## src/rtl/order_dispatch.sv

```systemverilog
// Sequencer for one arithmetic instruction on the A/B/C unit: load operands, issue order, write back.
// Define ORDER_DISPATCH_STATS_EN to add done/error event counters for the panel.
module order_dispatch #(
  parameter int unsigned SETTLE_CYC  = 4,
  parameter int unsigned TIMEOUT_CYC = 100,
  parameter int unsigned TMO_W       = 7
) (
  input  logic        clk,
  input  logic        resetn,
  input  logic        start_from_pu,
  input  logic [2:0]  opcode_from_pu,
  input  logic        mem_ready_from_mem,
  input  logic        au_answer_from_ctrl,
  output logic        mem_read_req_to_mem,
  output logic        mem_write_req_to_mem,
  output logic [1:0]  mem_addr_sel_to_mem,
  output logic        clear_a_to_ctrl,
  output logic        move_c_to_a_to_ctrl,
  output logic        move_c_to_b_to_ctrl,
  output logic        move_b_to_c_to_ctrl,
  output logic        order_add_to_ctrl,
  output logic        order_sub_to_ctrl,
  output logic        order_mul_to_ctrl,
  output logic        order_div_to_ctrl,
  output logic        order_and_to_ctrl,
  output logic        busy_to_pu,
  output logic        done_to_pu,
`ifdef ORDER_DISPATCH_STATS_EN
  output logic [15:0] ops_done_cnt_to_pnl,
  output logic [15:0] ops_err_cnt_to_pnl,
`endif
  output logic        error_to_pu
);

  typedef enum logic [12:0] {
    StIdle   = 13'b0000000000001,
    StClr    = 13'b0000000000010,
    StSettle = 13'b0000000000100,
    StRd1    = 13'b0000000001000,
    StMva    = 13'b0000000010000,
    StRd2    = 13'b0000000100000,
    StMvb    = 13'b0000001000000,
    StOrd    = 13'b0000010000000,
    StWait   = 13'b0000100000000,
    StFix    = 13'b0001000000000,
    StWr     = 13'b0010000000000,
    StDone   = 13'b0100000000000,
    StErr    = 13'b1000000000000
  } state_e;

  localparam logic [3:0]       SettleLoad = 4'(SETTLE_CYC - 1);
  localparam logic [TMO_W-1:0] TmoLast    = TMO_W'(TIMEOUT_CYC - 1);

  state_e           state_q, state_d;
  logic [2:0]       opcode_q;
  logic [3:0]       settle_q;
  logic [TMO_W-1:0] tmo_q;

  always_comb begin
    state_d = state_q;
    unique case (state_q)
      StIdle:   if (start_from_pu) state_d = (opcode_from_pu <= 3'd4) ? StClr : StErr;
      StClr:    state_d = StSettle;
      StSettle: if (settle_q == 4'd0) state_d = StRd1;
      StRd1:    if (mem_ready_from_mem) state_d = StMva;
      StMva:    state_d = StRd2;
      StRd2:    if (mem_ready_from_mem) state_d = StMvb;
      StMvb:    state_d = StOrd;
      StOrd:    state_d = StWait;
      StWait: begin
        // An answer arriving on the expiry cycle still counts as success.
        if (au_answer_from_ctrl) begin
          state_d = (opcode_q == 3'd3 || opcode_q == 3'd4) ? StFix : StWr;
        end else if (tmo_q == TmoLast) begin
          state_d = StErr;
        end
      end
      StFix:    state_d = StWr;
      StWr:     if (mem_ready_from_mem) state_d = StDone;
      StDone:   state_d = StIdle;
      StErr:    state_d = StIdle;
      default:  state_d = StIdle;
    endcase
  end

  // Outputs are registered from the next state so they line up with the state register.
  always_ff @(posedge clk) begin
    if (!resetn) begin
      state_q              <= StIdle;
      opcode_q             <= 3'd0;
      settle_q             <= 4'd0;
      tmo_q                <= '0;
      mem_read_req_to_mem  <= 1'b0;
      mem_write_req_to_mem <= 1'b0;
      mem_addr_sel_to_mem  <= 2'd0;
      clear_a_to_ctrl      <= 1'b0;
      move_c_to_a_to_ctrl  <= 1'b0;
      move_c_to_b_to_ctrl  <= 1'b0;
      move_b_to_c_to_ctrl  <= 1'b0;
      order_add_to_ctrl    <= 1'b0;
      order_sub_to_ctrl    <= 1'b0;
      order_mul_to_ctrl    <= 1'b0;
      order_div_to_ctrl    <= 1'b0;
      order_and_to_ctrl    <= 1'b0;
      busy_to_pu           <= 1'b0;
      done_to_pu           <= 1'b0;
      error_to_pu          <= 1'b0;
    end else begin
      state_q <= state_d;
      if (state_q == StIdle && start_from_pu) opcode_q <= opcode_from_pu;
      if (state_d == StSettle) settle_q <= (state_q == StSettle) ? settle_q - 4'd1 : SettleLoad;
      tmo_q <= (state_q == StWait) ? tmo_q + 1'b1 : '0;

      mem_read_req_to_mem  <= (state_d == StRd1 && state_q != StRd1) ||
                              (state_d == StRd2 && state_q != StRd2);
      mem_write_req_to_mem <= (state_d == StWr && state_q != StWr);
      mem_addr_sel_to_mem  <= (state_d == StRd2) ? 2'd1 : (state_d == StWr) ? 2'd2 : 2'd0;
      clear_a_to_ctrl      <= (state_d == StClr);
      move_c_to_a_to_ctrl  <= (state_d == StMva);
      move_c_to_b_to_ctrl  <= (state_d == StMvb);
      move_b_to_c_to_ctrl  <= (state_d == StFix);
      order_add_to_ctrl    <= (state_d == StOrd) && (opcode_q == 3'd0);
      order_sub_to_ctrl    <= (state_d == StOrd) && (opcode_q == 3'd1);
      order_mul_to_ctrl    <= (state_d == StOrd) && (opcode_q == 3'd2);
      order_div_to_ctrl    <= (state_d == StOrd) && (opcode_q == 3'd3);
      order_and_to_ctrl    <= (state_d == StOrd) && (opcode_q == 3'd4);
      busy_to_pu           <= (state_d != StIdle);
      done_to_pu           <= (state_d == StDone);
      error_to_pu          <= (state_d == StErr);
    end
  end

`ifdef ORDER_DISPATCH_STATS_EN
  always_ff @(posedge clk) begin
    if (!resetn) begin
      ops_done_cnt_to_pnl <= 16'd0;
      ops_err_cnt_to_pnl  <= 16'd0;
    end else begin
      if (done_to_pu)  ops_done_cnt_to_pnl <= ops_done_cnt_to_pnl + 16'd1;
      if (error_to_pu) ops_err_cnt_to_pnl  <= ops_err_cnt_to_pnl + 16'd1;
    end
  end
`endif

endmodule
```

## config.mk

```make
export PLATFORM = sky130hd
export DESIGN_NAME = order_dispatch
export DESIGN_NICKNAME = d
export VERILOG_FILES = /design/src/rtl/order_dispatch.sv
export SDC_FILE = /design/constraint.sdc
export NUM_CORES = 1
export LEC_CHECK = 0
export CORE_UTILIZATION = 30
export DETAILED_ROUTE_END_ITERATION = 8
export PLACE_DENSITY = 0.61
export RECOVER_POWER = 100
export SLEW_MARGIN = 20
export SYNTH_ARGS = -nofsm -noshare
export SYNTH_HDL_FRONTEND = slang
export SYNTH_SLANG_ARGS = --single-unit
```

## constraint.sdc

```tcl
create_clock -name clk -period 2.2 [get_ports clk]
set_input_delay 0.44 -clock clk [delete_from_list [all_inputs] [get_ports clk]]
set_output_delay 0.44 -clock clk [all_outputs]
set_load 0.005 [all_outputs]
```

# After elaboration in Yosys (flattened, before gate mapping)
# Index checks and enable logic that the tools add are counted.
[totals]
in_bits = 8
ff_bits = 43
out_inout_bits = 16
elab_cells = 83
[op_classes]
n_eq_ne = 31
muxes = 13
addsub = 2
magnitude_cmp = 1
n_reduce_logical = 15
n_bitwise = 1
[ops]
columns = ["operator", "count"]
rows = [
  ["$pmux 13 s11", 1],
  ["$mux 13", 8],
  ["$eq 13x10->1 const B", 2],
  ["$eq 13x11->1 const B", 2],
  ["$eq 13x2->1 const B", 2],
  ["$eq 13x3->1 const B", 2],
  ["$eq 13x4->1 const B", 2],
  ["$eq 13x5->1 const B", 2],
  ["$eq 13x6->1 const B", 2],
  ["$eq 13x7->1 const B", 2],
  ["$eq 13x8->1 const B", 2],
  ["$eq 13x1->1 const B", 1],
  ["$eq 13x12->1 const B", 1],
  ["$eq 13x13->1 const B", 1],
  ["$eq 13x9->1 const B", 1],
  ["$ne 13x1->1 const B", 1],
  ["$ne 13x11->1 const B", 1],
  ["$ne 13x4->1 const B", 1],
  ["$ne 13x6->1 const B", 1],
  ["$mux 11", 1],
  ["$logic_and 1x1->1", 9],
  ["$add 7x1->7 const B", 1],
  ["$eq 7x7->1 const B", 1],
  ["$eq 3x2->1 const B", 2],
  ["other kinds (13)", 14],
]

# Logic depth before layout (Yosys ltp)
[depth]
depth_word = 8
mapped_depth = 7
depth_no_buf = 7

# Worst setup path after synthesis
# Ideal clock, no wire load.
[synth_path]
path_type = "reg2reg"
from = "reg state_q[0]"
to = "reg move_b_to_c_to_ctrl"
setup_slack_ps = 59
path_buffers = 2
stages_incl_launch_ff = 7
required_ps = 2128
setup_time_ps = 72
arrival_time_ps = 2068
path_cell_list = "dfxtp_1 buf_6 or4_4 or4_4 or4_4 buf_6 nor3b_2"
[synth_via]
elab_chain_len = 4
elab_cells_between_ends = 20
classes_between = "12 x eq/ne; 8 x mux"
[synth_rtl]
columns = ["item", "line", "rtl"]
rows = [
  ["start: declaration", "54", "state_e state_q, state_d;"],
  ["start signal: assignment", "89", "state_q <= StIdle;"],
  ["start signal: assignment", "109", "state_q <= state_d;"],
  ["branches (longest 2 deep; another with $eq 13x11->1)", "--", ""],
  ["$pmux 13 s11 *", "61", "unique case (state_q)"],
  ["$eq 13x10->1 *", "121", "move_b_to_c_to_ctrl <= (state_d == StFix);"],
  ["end signal: assignment", "121", ""],
  ["end: declaration", "20", "output logic move_b_to_c_to_ctrl,"],
]
# Mark *: on every way between the ends.
# A chain may end at the register's enable or synchronous reset.

# Worst setup path in the final report
# Ends and elaborated chain as after synthesis.

==> impl_metrics.env <==
export IMPL_io_pins=24
export IMPL_drc=0
export IMPL_cap_viol_max_count=0
export IMPL_drive_above_1_share=0.132
export IMPL_peakVddDrop_mv=0.243
export IMPL_hp_class="flip-flop to flip-flop"
export IMPL_ant_nets=0
export IMPL_num_rows=28
export IMPL_cts_hold_buffers=0
export IMPL_syn_avg_cell_area_um2=9.03
export IMPL_core_um2=6060
export IMPL_area_growth_synth_to_final_pct=27.5
export IMPL_crit_path_max_incr_delay_ns=0.56
export IMPL_rsz0062_at_grt="false"
export IMPL_slew_violations=0
export IMPL_worstMarginPinSlew_ns=0.429
export IMPL_post_cts_resized=0
export IMPL_synth_seq_area_share=0.445
export IMPL_synth_edf_count=0
export IMPL_via_count=1685
export IMPL_drt_wl_total_um=4290
export IMPL_status="completed"
export IMPL_synth_area_leaders="dfxtp_1 (45%), nor2_1 (5.2%), nor4_1 (3.6%), and3_1 (2.6%), xor2_1 (2.3%)"
export IMPL_cts_made_buffers=5
export IMPL_root_buffer="clkbuf_8"
export IMPL_clock_sinks=43
export IMPL_nets=268
export IMPL_ys_warnings_count=0
export IMPL_power_density_nw_per_um2=648
export IMPL_worstPathCellList="or4_4 -> or4_1 -> or4_4 -> nor3b_2"
export IMPL_synth_net_count=225
export IMPL_finalCritPeriodShare=0.951
export IMPL_multi_input_area_um2=978
export IMPL_synthArstFlopShare=0
export IMPL_place_congestion=0.913
export IMPL_start_util=0.319
export IMPL_dr_pass1_iters=4
export IMPL_cts_tree="done"
export IMPL_skew_ns=0.0121
export IMPL_wl_per_cell_um=12.9
export IMPL_place_area_um2=2380
export IMPL_seqCellArea_um2=861
export IMPL_dp_slack_ns=-0.0768
export IMPL_grt_pass1_wl_um=7160
export IMPL_worstPathArrival_ns=2.32
export IMPL_finalInstanceArea_um2=2460
export IMPL_timing_critical_path_mode_cell="or4_4"
export IMPL_p_leak_nw=1.00
export IMPL_worstSkewPairLatency_ns=0.30
export IMPL_die_h_um=82.3
export IMPL_die_area_um2=6770
export IMPL_fmax_mhz=478
export IMPL_period_needed_ns=2.09
export IMPL_finalHoldViolCount=0
export IMPL_htreeDepth=2
export IMPL_yosysTopAreaCell="dfxtp_1"
export IMPL_finalPower_w=0.00160
export IMPL_cp_start_kind="flip-flop"
export IMPL_synthFlopType="dfxtp_1"
export IMPL_setup_ws_ns=0.108
export IMPL_worst_setup_path_type="flip-flop to flip-flop"
export IMPL_ys_ff_latch=43
export IMPL_cp_max_fo=9
export IMPL_post_drt_via_cell_ratio=5.06
export IMPL_dr_first_iter_drc_count=73
export IMPL_post_cts_repair_setup_buffers=0
export IMPL_cts_buffer_depth=2
export IMPL_grt_max_degree=14
export IMPL_critical_path_slowest_cell="or4_4"
export IMPL_die_w_um=82.3
export IMPL_clk_pin_slew_ns=0.08
export IMPL_grt_usage=0.142
export IMPL_n_antenna_cell=0
export IMPL_finalSetupViolations=0
export IMPL_maxSlewHeadroom=0.711
export IMPL_synth_top_area_frac=0.445
export IMPL_hpwl_um=3140
export IMPL_end_kind="flip-flop"
export IMPL_fin_tns_setup_ns=0
export IMPL_port_buffers=23
export IMPL_fillers=620
export IMPL_grt_ovfl_total=0
export IMPL_crit_required_ns=2.43
export IMPL_antenna_found_initial=0
export IMPL_first_global_vias=1562
export IMPL_synth_cell_types=51
export IMPL_syn_inst=214
export IMPL_syn_area_um2=1930
==> cells in the final DEF, fill, tap and decap left out, types with 2 or more instances in the layout <==
cell type        count
nand3_1              6
and3_1               8
nand4_1              3
or4_1                3
xor2_1               5
nand2b_1             2
and2_1               3
ha_1                 3
dfxtp_1             43
o21a_1               3
inv_1                7
dlygate4sd3_1       16
a31oi_1              2
nor2_1              27
nand3b_1             2
o21ai_0              6
nor4b_1              4
or4_4                2
o41ai_1              2
xnor2_1              3
nor2b_1              3
a21oi_1              4
nor4_1              11
clkbuf_8             6
clkbuf_1             9
and4_1               3
o211ai_1             2
buf_4               15
nand4b_1             3
mux2i_1              2
nor3_1               7
nor3b_2              2
clkdlybuf4s50_1      7
nand2_1             11
==> logic make-up after synthesis <==
group	count (synthesis)	share of synthesized area
AO/OA/AOI/OAI	30	0.111
XOR/XNOR	8	0.0362
adder cells (fa/ha/maj)	3	0.0194
buffers and inverters	20	0.0466
flip-flops	43	0.445
multiplexers	2	0.0104
AND/OR/NAND/NOR	108	0.331
==> final timing paths <==
check	startpoint	end	slack, ns	cells after the start
worst max register to register	state_q[0]	move_b_to_c_to_ctrl	0.11	4
worst max-delay path	state_q[0]	move_b_to_c_to_ctrl	0.11	4
worst min-delay path	tmo_q[0]	tmo_q[0]	0.44	1
worst min register to register	tmo_q[0]	tmo_q[0]	0.44	1
==> power breakdown <==
part	internal, W	switching (W)
clock network	0.000367	0.000270
logic	0.0000750	0.0000790
registers	0.000793	0.0000135
total	0.00124	0.000362
==> per-stage QoR <==
stage	utilization	hold slack (ns)	instances
after floorplan	-	0.412	214
after global placement	0.393	0.423	325
after detailed placement	0.393	0.433	325
after CTS	0.413	0.444	333
after global routing	0.407	0.487	333
final	0.407	0.442	333
==> cells in the mapped netlist (all sizes together), types with 4 or more instances <==
cell type	count
clkbuf	10
xor2	5
or4	6
nor4b	4
nand3	6
nand2	11
nor4	12
and3	8
inv	7
dfxtp	43
a21oi	4
nor2	27
o21ai	6
nor3	7
==> layout make-up <==
| class | instances | area share |
|---|---|---|
| well taps | 75 | 0.0381 |
| multi-input cells | 151 | 0.397 |
| clock buffers | 6 | 0.0335 |
| inverters | 8 | 0.0122 |
| repair buffers | 48 | 0.156 |
| flip-flops and latches | 43 | 0.349 |
| clock inverters | 2 | 0.0142 |
==> flip-flops by register name, indices dropped and copies added (netlist names), 2 cells and up <==
name,flops
mem_addr_sel_to_mem,2
tmo_q,7
state_q,13
settle_q,4
opcode_q,3
==> metal layers <==
metal | global-route usage | wire, µm | vias to the layer above
met5 | 0 | 0 | -
met4 | 0.0789 | 94 | 0
met3 | 0.0319 | 198 | 6
met2 | 0.220 | 1880 | 39
met1 | 0.182 | 2120 | 771
li1 | - | - | 869
==> critical path: cells and delay by family (launching register included) <==
| family | cells | cell delay (ns) |
|---|---|---|
| simple gates | 4 | 1.67 |
| flops | 1 | 0.35 |
Power figures use the tool's default switching activity.
